**config.mk**
```make
export PLATFORM = sky130hd
export DESIGN_NAME = key_scan_scheduler
export DESIGN_NICKNAME = d
export VERILOG_FILES = /design/src/rtl/key_scan_scheduler.sv
export SDC_FILE = /design/constraint.sdc
export NUM_CORES = 1
export LEC_CHECK = 0
export ABC_AREA = 1
export CAP_MARGIN = 20
export CORE_UTILIZATION = 45
export CTS_BUF_LIST = sky130_fd_sc_hd__clkbuf_8
export DETAILED_ROUTE_END_ITERATION = 6
export PLACE_DENSITY = 0.63
export SYNTH_ARGS = -nofsm -noshare
export SYNTH_HDL_FRONTEND = slang
export SYNTH_SLANG_ARGS = --single-unit
```
**constraint.sdc**
```tcl
create_clock -name CLK -period 1.9 [get_ports CLK]
set_input_delay 0.475 -clock CLK [delete_from_list [all_inputs] [get_ports CLK]]
set_output_delay 0.475 -clock CLK [all_outputs]
set_load 0.01 [all_outputs]
```
**src/rtl/key_scan_scheduler.sv**
```systemverilog
// Four-key debouncer sharing one 1 ms timebase among all keys via a round-robin scheduler.
// Optional long-press detection is built when LONG_PRESS_EN is defined (adds Long_Pulse).
module key_scan_scheduler #(
    parameter logic [15:0] T1MS     = 16'd49_999,
    parameter logic [3:0]  DELAY_MS = 4'd10,
    parameter logic [10:0] LONG_MS  = 11'd1000
) (
    input  logic       CLK,
    input  logic       RSTn,
    input  logic [3:0] Key_In,
    output logic [3:0] Key_State,
    output logic [3:0] Press_Pulse,
    output logic [3:0] Release_Pulse,
`ifdef LONG_PRESS_EN
    output logic [3:0] Long_Pulse,
`endif
    output logic       Busy
);

    typedef enum logic [1:0] {
        S_IDLE  = 2'd0,
        S_WAIT  = 2'd1,
        S_CHECK = 2'd2
    } state_t;

    logic [3:0]  sync1_q, sync1_d;
    logic [3:0]  sync_q, sync_d;
    logic [3:0]  prev_q, prev_d;
    logic [3:0]  pending_q, pending_d;
    logic [3:0]  key_edge;

    state_t      state_q;
    logic [1:0]  sel_q;
    logic [1:0]  rr_q;
    logic [15:0] count1_q;
    logic [3:0]  count_ms_q;
    logic [3:0]  key_state_q;
    logic [3:0]  press_q;
    logic [3:0]  release_q;
    logic        busy_q;

    logic        grant_vld;
    logic [1:0]  grant_idx;
    logic        c1_wrap;
    logic [3:0]  ms_next;

    assign key_edge = sync_q ^ prev_q;
    assign c1_wrap  = (count1_q == T1MS);
    assign ms_next  = count_ms_q + 4'd1;

    // Input conditioning and pending queue; a fresh edge in the CHECK cycle re-queues the key.
    always_comb begin
        sync1_d   = Key_In;
        sync_d    = sync1_q;
        prev_d    = sync_q;
        pending_d = pending_q;
        if (state_q == S_CHECK) begin
            pending_d[sel_q] = 1'b0;
        end
        pending_d = pending_d | key_edge;
    end

    always_ff @(posedge CLK or negedge RSTn) begin
        if (!RSTn) begin
            sync1_q   <= 4'b1111;
            sync_q    <= 4'b1111;
            prev_q    <= 4'b1111;
            pending_q <= 4'b0000;
        end else begin
            sync1_q   <= sync1_d;
            sync_q    <= sync_d;
            prev_q    <= prev_d;
            pending_q <= pending_d;
        end
    end

    // Round-robin search: lowest offset from the pointer wins, so scan offsets high to low.
    always_comb begin
        logic [1:0] cand;
        grant_vld = 1'b0;
        grant_idx = rr_q;
        cand      = rr_q;
        for (int k = 3; k >= 0; k--) begin
            cand = rr_q + 2'(k);
            if (pending_q[cand]) begin
                grant_vld = 1'b1;
                grant_idx = cand;
            end
        end
    end

    always_ff @(posedge CLK or negedge RSTn) begin
        if (!RSTn) begin
            state_q     <= S_IDLE;
            sel_q       <= 2'd0;
            rr_q        <= 2'd0;
            count1_q    <= 16'd0;
            count_ms_q  <= 4'd0;
            key_state_q <= 4'b1111;
            press_q     <= 4'b0000;
            release_q   <= 4'b0000;
            busy_q      <= 1'b0;
        end else begin
            press_q   <= 4'b0000;
            release_q <= 4'b0000;
            case (state_q)
                S_IDLE: begin
                    if (grant_vld) begin
                        sel_q      <= grant_idx;
                        count1_q   <= 16'd0;
                        count_ms_q <= 4'd0;
                        state_q    <= S_WAIT;
                        busy_q     <= 1'b1;
                    end
                end
                S_WAIT: begin
                    // Leave on the wrap that completes the last ms so WAIT is exactly DELAY_MS ms.
                    if (c1_wrap) begin
                        count1_q <= 16'd0;
                        if (ms_next == DELAY_MS) begin
                            count_ms_q <= 4'd0;
                            state_q    <= S_CHECK;
                        end else begin
                            count_ms_q <= ms_next;
                        end
                    end else begin
                        count1_q <= count1_q + 16'd1;
                    end
                end
                S_CHECK: begin
                    if (sync_q[sel_q] != key_state_q[sel_q]) begin
                        key_state_q[sel_q] <= sync_q[sel_q];
                        if (sync_q[sel_q]) begin
                            release_q[sel_q] <= 1'b1;
                        end else begin
                            press_q[sel_q] <= 1'b1;
                        end
                    end
                    rr_q    <= sel_q + 2'd1;
                    state_q <= S_IDLE;
                    busy_q  <= 1'b0;
                end
                default: begin
                    state_q <= S_IDLE;
                    busy_q  <= 1'b0;
                end
            endcase
        end
    end

    assign Key_State     = key_state_q;
    assign Press_Pulse   = press_q;
    assign Release_Pulse = release_q;
    assign Busy          = busy_q;

`ifdef LONG_PRESS_EN
    logic [15:0]      tick_cnt_q, tick_cnt_d;
    logic [3:0][10:0] hold_q, hold_d;
    logic [3:0]       long_q, long_d;
    logic             tick;

    assign tick = (tick_cnt_q == T1MS);

    // Hold counters saturate at LONG_MS, so the pulse fires once per press.
    always_comb begin
        tick_cnt_d = tick ? 16'd0 : tick_cnt_q + 16'd1;
        hold_d     = hold_q;
        long_d     = 4'b0000;
        for (int i = 0; i < 4; i++) begin
            if (key_state_q[i]) begin
                hold_d[i] = 11'd0;
            end else if (tick && (hold_q[i] < LONG_MS)) begin
                hold_d[i] = hold_q[i] + 11'd1;
                long_d[i] = (hold_q[i] == LONG_MS - 11'd1);
            end
        end
    end

    always_ff @(posedge CLK or negedge RSTn) begin
        if (!RSTn) begin
            tick_cnt_q <= 16'd0;
            hold_q     <= '0;
            long_q     <= 4'b0000;
        end else begin
            tick_cnt_q <= tick_cnt_d;
            hold_q     <= hold_d;
            long_q     <= long_d;
        end
    end

    assign Long_Pulse = long_q;
`endif

endmodule

```
Word-level counts from Yosys, hierarchy flattened
Index checks and enable logic that the tools add are counted.
{ "totals": {"register_bits": 55, "in_bits": 6, "output_inout_bits": 13, "wordCells": 90} }
{ "classes": {"bitwise": 5, "muxes": 43, "addsub": 6, "reduce_logical": 9, "order_cmp": 6, "eq_ne": 8} }
{ "ops": {"columns": ["op", "count"], "rows": [
  ["4-bit 2-to-1 mux", 10],
  ["16-bit 2-to-1 mux", 2],
  ["16-bit case mux with 2 select lines", 1],
  ["16-bit by 1-bit adder with 16-bit output (second input constant)", 1],
  ["16-bit equality test (second input constant)", 1],
  ["2-bit by 3-bit < comparator with 1-bit output (second input constant)", 5],
  ["2-bit 2-to-1 mux", 7],
  ["1-bit binary-select mux with 2-bit select", 6],
  ["1-bit 2-to-1 mux", 12],
  ["4-bit case mux with 2 select lines", 1],
  ["2-bit AND reduction", 4],
  ["2-bit inequality test (second input constant)", 3],
  ["3-bit AND reduction", 2],
  ["2-bit by 1-bit adder with 2-bit output (second input constant)", 2],
  ["2-bit adder (second input constant)", 2],
  ["4-bit by 1-bit adder with 4-bit output (second input constant)", 1],
  ["4-bit bitwise AND", 1],
  ["4-bit bitwise mux", 1],
  ["4-bit equality test (second input constant)", 1],
  ["4-bit NOT", 1],
  ["4-bit bitwise OR", 1],
  ["2-bit case mux with 2 select lines", 1],
  ["4-bit XOR", 1],
  ["1-bit demux with 2-bit select", 1],
  ["other kinds (9)", 9]
]} }

Longest topological paths before layout
{ "depth": {"depth_word": 9, "depth_mapped": 12, "depth_no_buf": 11} }

Worst setup path before layout
OpenSTA, ideal clock, no wires.
{ "synth_timing": {"kind": "reg-to-reg", "start": "register count1_q[0]", "end": "register state_q[0]", "path_slack_ns": 0.460, "arrival_ns": 1.316, "stages_incl_launch_ff": 9, "required_time_ns": 1.776, "period_less_slack_ns": 1.440, "n_path_buf": 0, "setup_ns": 0.124, "cell_sequence": "dfrtp_1 -> ha_1 -> nand2_2 -> nor2_2 -> inv_1 -> nor2_1 -> nand3_2 -> o21ai_1 -> nand2_1"} }
{ "synth_between": {"elab_chain_cells": 3} }
{ "synth_rtl": {"columns": ["element", "line", "rtl"], "rows": [
  ["from (decl)", "35", "logic [15:0] count1_q;"],
  ["from (signal assigned)", "127", "count1_q <= count1_q + 16'd1;"],
  ["16-bit equality test", "48", "assign c1_wrap = (count1_q == T1MS);"],
  ["2-bit inequality test (no source line)", null, null],
  ["3-bit AND reduction (no source line)", null, null],
  ["to (signal assigned)", "94", "state_q <= S_IDLE;"],
  ["to (signal assigned)", "112", "state_q <= S_WAIT;"],
  ["to (signal assigned)", "122", "state_q <= S_CHECK;"],
  ["to (decl)", "32", "state_t state_q;"]
]} }
Every way passes these cells.
A chain may end at the register's enable or synchronous reset.

Worst setup path in the final report
{ "layout_timing": {"start": "register rr_q[0]", "end": "register sel_q[0]"} }
{ "layout_between": {"elab_chain_cells": 8, "elab_cells_between_ends": 20, "cone_classes": "3 x add/sub; 16 x mux; 1 x reduce/logical"} }
{ "layout_rtl": {"columns": ["element", "line", "rtl"], "rows": [
  ["from (decl)", "34", "logic [1:0] rr_q;"],
  ["from (signal assigned)", "139", "rr_q <= sel_q + 2'd1;"],
  ["2-bit adder", "84", "cand = rr_q + 2'(k);"],
  ["1-bit binary-select mux with 2-bit select", "85", "if (pending_q[cand]) begin"],
  ["1-bit 2-to-1 mux (not written as such)", "85", null],
  ["1-bit 2-to-1 mux (4 in a row)", "85", null],
  ["2-bit AND reduction (no source line)", null, null],
  ["to (signal assigned)", "109", "sel_q <= grant_idx;"],
  ["to (decl)", "33", "logic [1:0] sel_q;"]
]} }
Several ways; a longest one is shown, not always the timed one. The select of a mux whose other input is x is not followed.

==> metrics.md <==
| Metric | Value |
|---|---|
| Status | `completed` |
| Final setup vio count | `0` |
| Root buf cell | `clkbuf_8` |
| Worst R2R End | `sel_q[0]$_DFFE_PN0P_` |
| LEAKAGE | `1.63 nW` |
| CTS clk-pin slew, worst paths | `0.10 ns` |
| GRT Util Overall | `19.1%` |
| Final nets | `377` |
| CTS Buf Count | `5` |
| Arrival @ worst endpoint | `1.90 ns` |
| Port Buf Inserts | `18` |
| ANT cells | `0` |
| CTS sink count | `55` |
| Mapped Nets | `352` |
| Crit start category | `register` |
| Reg2reg start | `rr_q[0]$_DFFE_PN0P_` |
| Layout cells sized above 1 | `16.7%` |
| Initial antenna violation count | `0` |
| Die area | `6610 um^2` |
| Power per cell area | `1210 nW/um^2` |
| Min-Delay Path Class | `in -> async` |
| Worst-path maximum fanout | `15` |
| Final hold violation count | `0` |
| First DRT Iteration DRCs | `136` |
| I/O pins | `19` |
| Max VDD drop | `600 uV` |
| # rows | `28` |
| Clock Path Buffers | `2` |
| Core area | `5990 um^2` |
| EDFF count, synth | `0` |
| Final cycle utilization of the critical path | `89.0%` |
| GRT overflow | `0` |
| Peak Freq | `0.592 GHz` |
| Die W | `81.3 um` |
| Max-slew headroom | `70.0%` |
| Pin count of the biggest net entering global routing | `38` |
| Via count | `2155` |
| Clk Latency, worst-skew pair | `0.31 ns` |
| Setup crit end kind | `register` |
| Worst setup path category | `reg -> reg` |
| Final Max Tran Viols | `0` |
| GPL Wtd Cong | `0.836` |
| Fin util | `53.9%` |
| Synth Flop Type | `dfrtp_1` |
| Post-synth cell types | `31` |
| Post-Syn Area | `2830 um^2` |
| Register bit count reported by yosys | `55` |
| Post-route ant nets | `0` |
| Dpl ws | `0.136 ns` |
| CP Data Required Time | `2.11 ns` |
| CTS tree | `done` |
| Chip Height | `81.3 um` |
| DRC | `0` |
| Area grow syn2layout | `14.1%` |
| Tot Pwr | `3.92 mW` |
| Slew @ Worst Pin | `0.451 ns` |
| R2r setup slk | `0.21 ns` |
| Starting Density | `47.3%` |
| Vias/cell | `4.90` |
| Hpwl dp | `4.03 mm` |
| Sequential share of the synthesized area | `49.3%` |
| Number of synthesis warnings | `0` |
| FFs w/ async S/R, synth | `100%` |
| RSZ-0062 raised after global routing | `false` |
| Clk_skew | `0.00509 ns` |
| Synthesized instance count | `339` |
| Routed WL | `5.51 mm` |
| Vias in the first global route | `1978` |
| Syn_area_per_cell | `8.35 um^2` |
| R2R cell count | `11` |
| First drt pass iteration count | `5` |
| Wire per inst | `12.5 um` |
| Fin Setup TNS | `0 ns` |
| First-pass GRT wire length | `9.58 mm` |
| H-Tree Level Count | `2` |
| Final min period | `1.69 ns` |
| Setup slack after layout | `0.210 ns` |
| Max_cap viols | `0` |
final cells by class:
class / count / area [um^2]
repair buffers: 22 / 220
fillers: 567 / 2760
inverters: 43 / 164
multi-input cells: 237 / 1230
clock inverters: 3 / 50.0
flip-flops and latches: 55 / 1400
well taps: 75 / 93.8
clock buffers: 5 / 68.8
worst max-delay path, stage by stage, from the launching register on:
cell     delay (ns)
dfrtp_2        0.49
inv_4          0.08
nand2_1        0.08
nand2_1        0.08
nand2_2        0.11
nand2_2        0.08
nor2_4         0.12
nand2_2        0.07
nand2_4        0.19
inv_1          0.12
nand3_1        0.12
nand2_1        0.06
worst max-delay path by stage:
stage	startpoint	endpoint	slack (ns)	depth (start not counted)
3_5_place_dp	rr_q[0]$_DFFE_PN0P_	sel_q[0]$_DFFE_PN0P_	0.14	11
2_1_floorplan	count1_q[0]$_DFFE_PN0P_	state_q[0]$_DFFE_PN0P_	0.46	8
5_1_grt	count1_q[0]$_DFFE_PN0P_	state_q[1]$_DFFE_PN0P_	0.004	9
6_report	rr_q[0]$_DFFE_PN0P_	sel_q[0]$_DFFE_PN0P_	0.21	11
4_1_cts	Key_State[0]$_DFFE_PN1P_	Key_State[0]	0.004	1
3_3_place_gp	rr_q[0]$_DFFE_PN0P_	sel_q[0]$_DFFE_PN0P_	0.09	11
kinds of logic after synthesis:
family                     synth area share (%)
AOI/OAI and AO/OA                          5.44
DFF                                        49.3
adders and majority gates                  3.09
xor gates and xnor gates                   2.47
buffers and inverters                      7.20
and+or+nand+nor                            32.5
flip-flops by register name, summed over array words and instances (netlist names):
signal	count
Release_Pulse	4
state_q	2
count_ms_q	4
sel_q	2
rr_q	2
sync1_q	4
prev_d	4
Key_State	4
Press_Pulse	4
Busy	1
pending_q	4
count1_q	16
prev_q	4
what timing repair did:
| action | CTS | global route |
|---|---|---|
| buffers inserted | 0 | 0 |
| hold buffers | 0 | 0 |
| cloned | 0 | 0 |
| gates resized for setup | 2 | 4 |
| setup endpoints to repair | 2 | 11 |
| hold endpoints to repair | 0 | 0 |
layer usage:
layer	up-vias	routed length [um]	GRT usage (%)
met1	981	2980	30.0
met5	-	0	0
met4	0	63	5.36
met2	37	2270	26.2
li1	1131	-	-
met3	6	199	3.37
power breakdown:
| group | leakage [nW] | switching, mW | internal, mW |
|---|---|---|---|
| Clock | 0.0607 | 0.413 | 0.407 |
| Sequential | 0.673 | 0.194 | 1.38 |
| Combinational | 0.892 | 1.01 | 0.519 |
cells in the final DEF (no fill, tap or decap), drive strengths merged:
cell type	n
a21oi	1
xnor2	5
nor2	25
clkdlybuf4s50	13
o21bai	1
inv	45
dlygate4sd2	2
buf	5
nor3	8
bufinv	1
ha	7
clkbuf	5
or2	4
o22ai	4
dlymetal6s2s	2
o2111ai	1
nand4	11
nand3	38
dfrtp	39
nand2	107
xor2	3
dfstp	16
a31o	2
nand3b	2
o21ai	18
synthesized netlist by cell type, drive strengths merged (5+ instances only):
cell type,n,area [um^2]
ha,7,87.6
nor2,25,109
nor3,8,40.0
nand2,107,432
nand4,11,68.8
o21ai,18,90.1
dfrtp,39,976
dfstp,16,420
nand3,38,230
xnor2,5,43.8
inv,43,164
through the flow:
stage | area, um^2 | cells | hold WS, ns
3_5_place_dp | 3100 | 432 | 0.347
6_report | 3230 | 440 | 0.0927
4_1_cts | 3220 | 440 | 0.0920
5_1_grt | 3230 | 440 | 0.101
2_1_floorplan | 2830 | 339 | 0.179
3_3_place_gp | 3100 | 432 | 0.345
No activity file was read; power rests on OpenSTA's default activity.
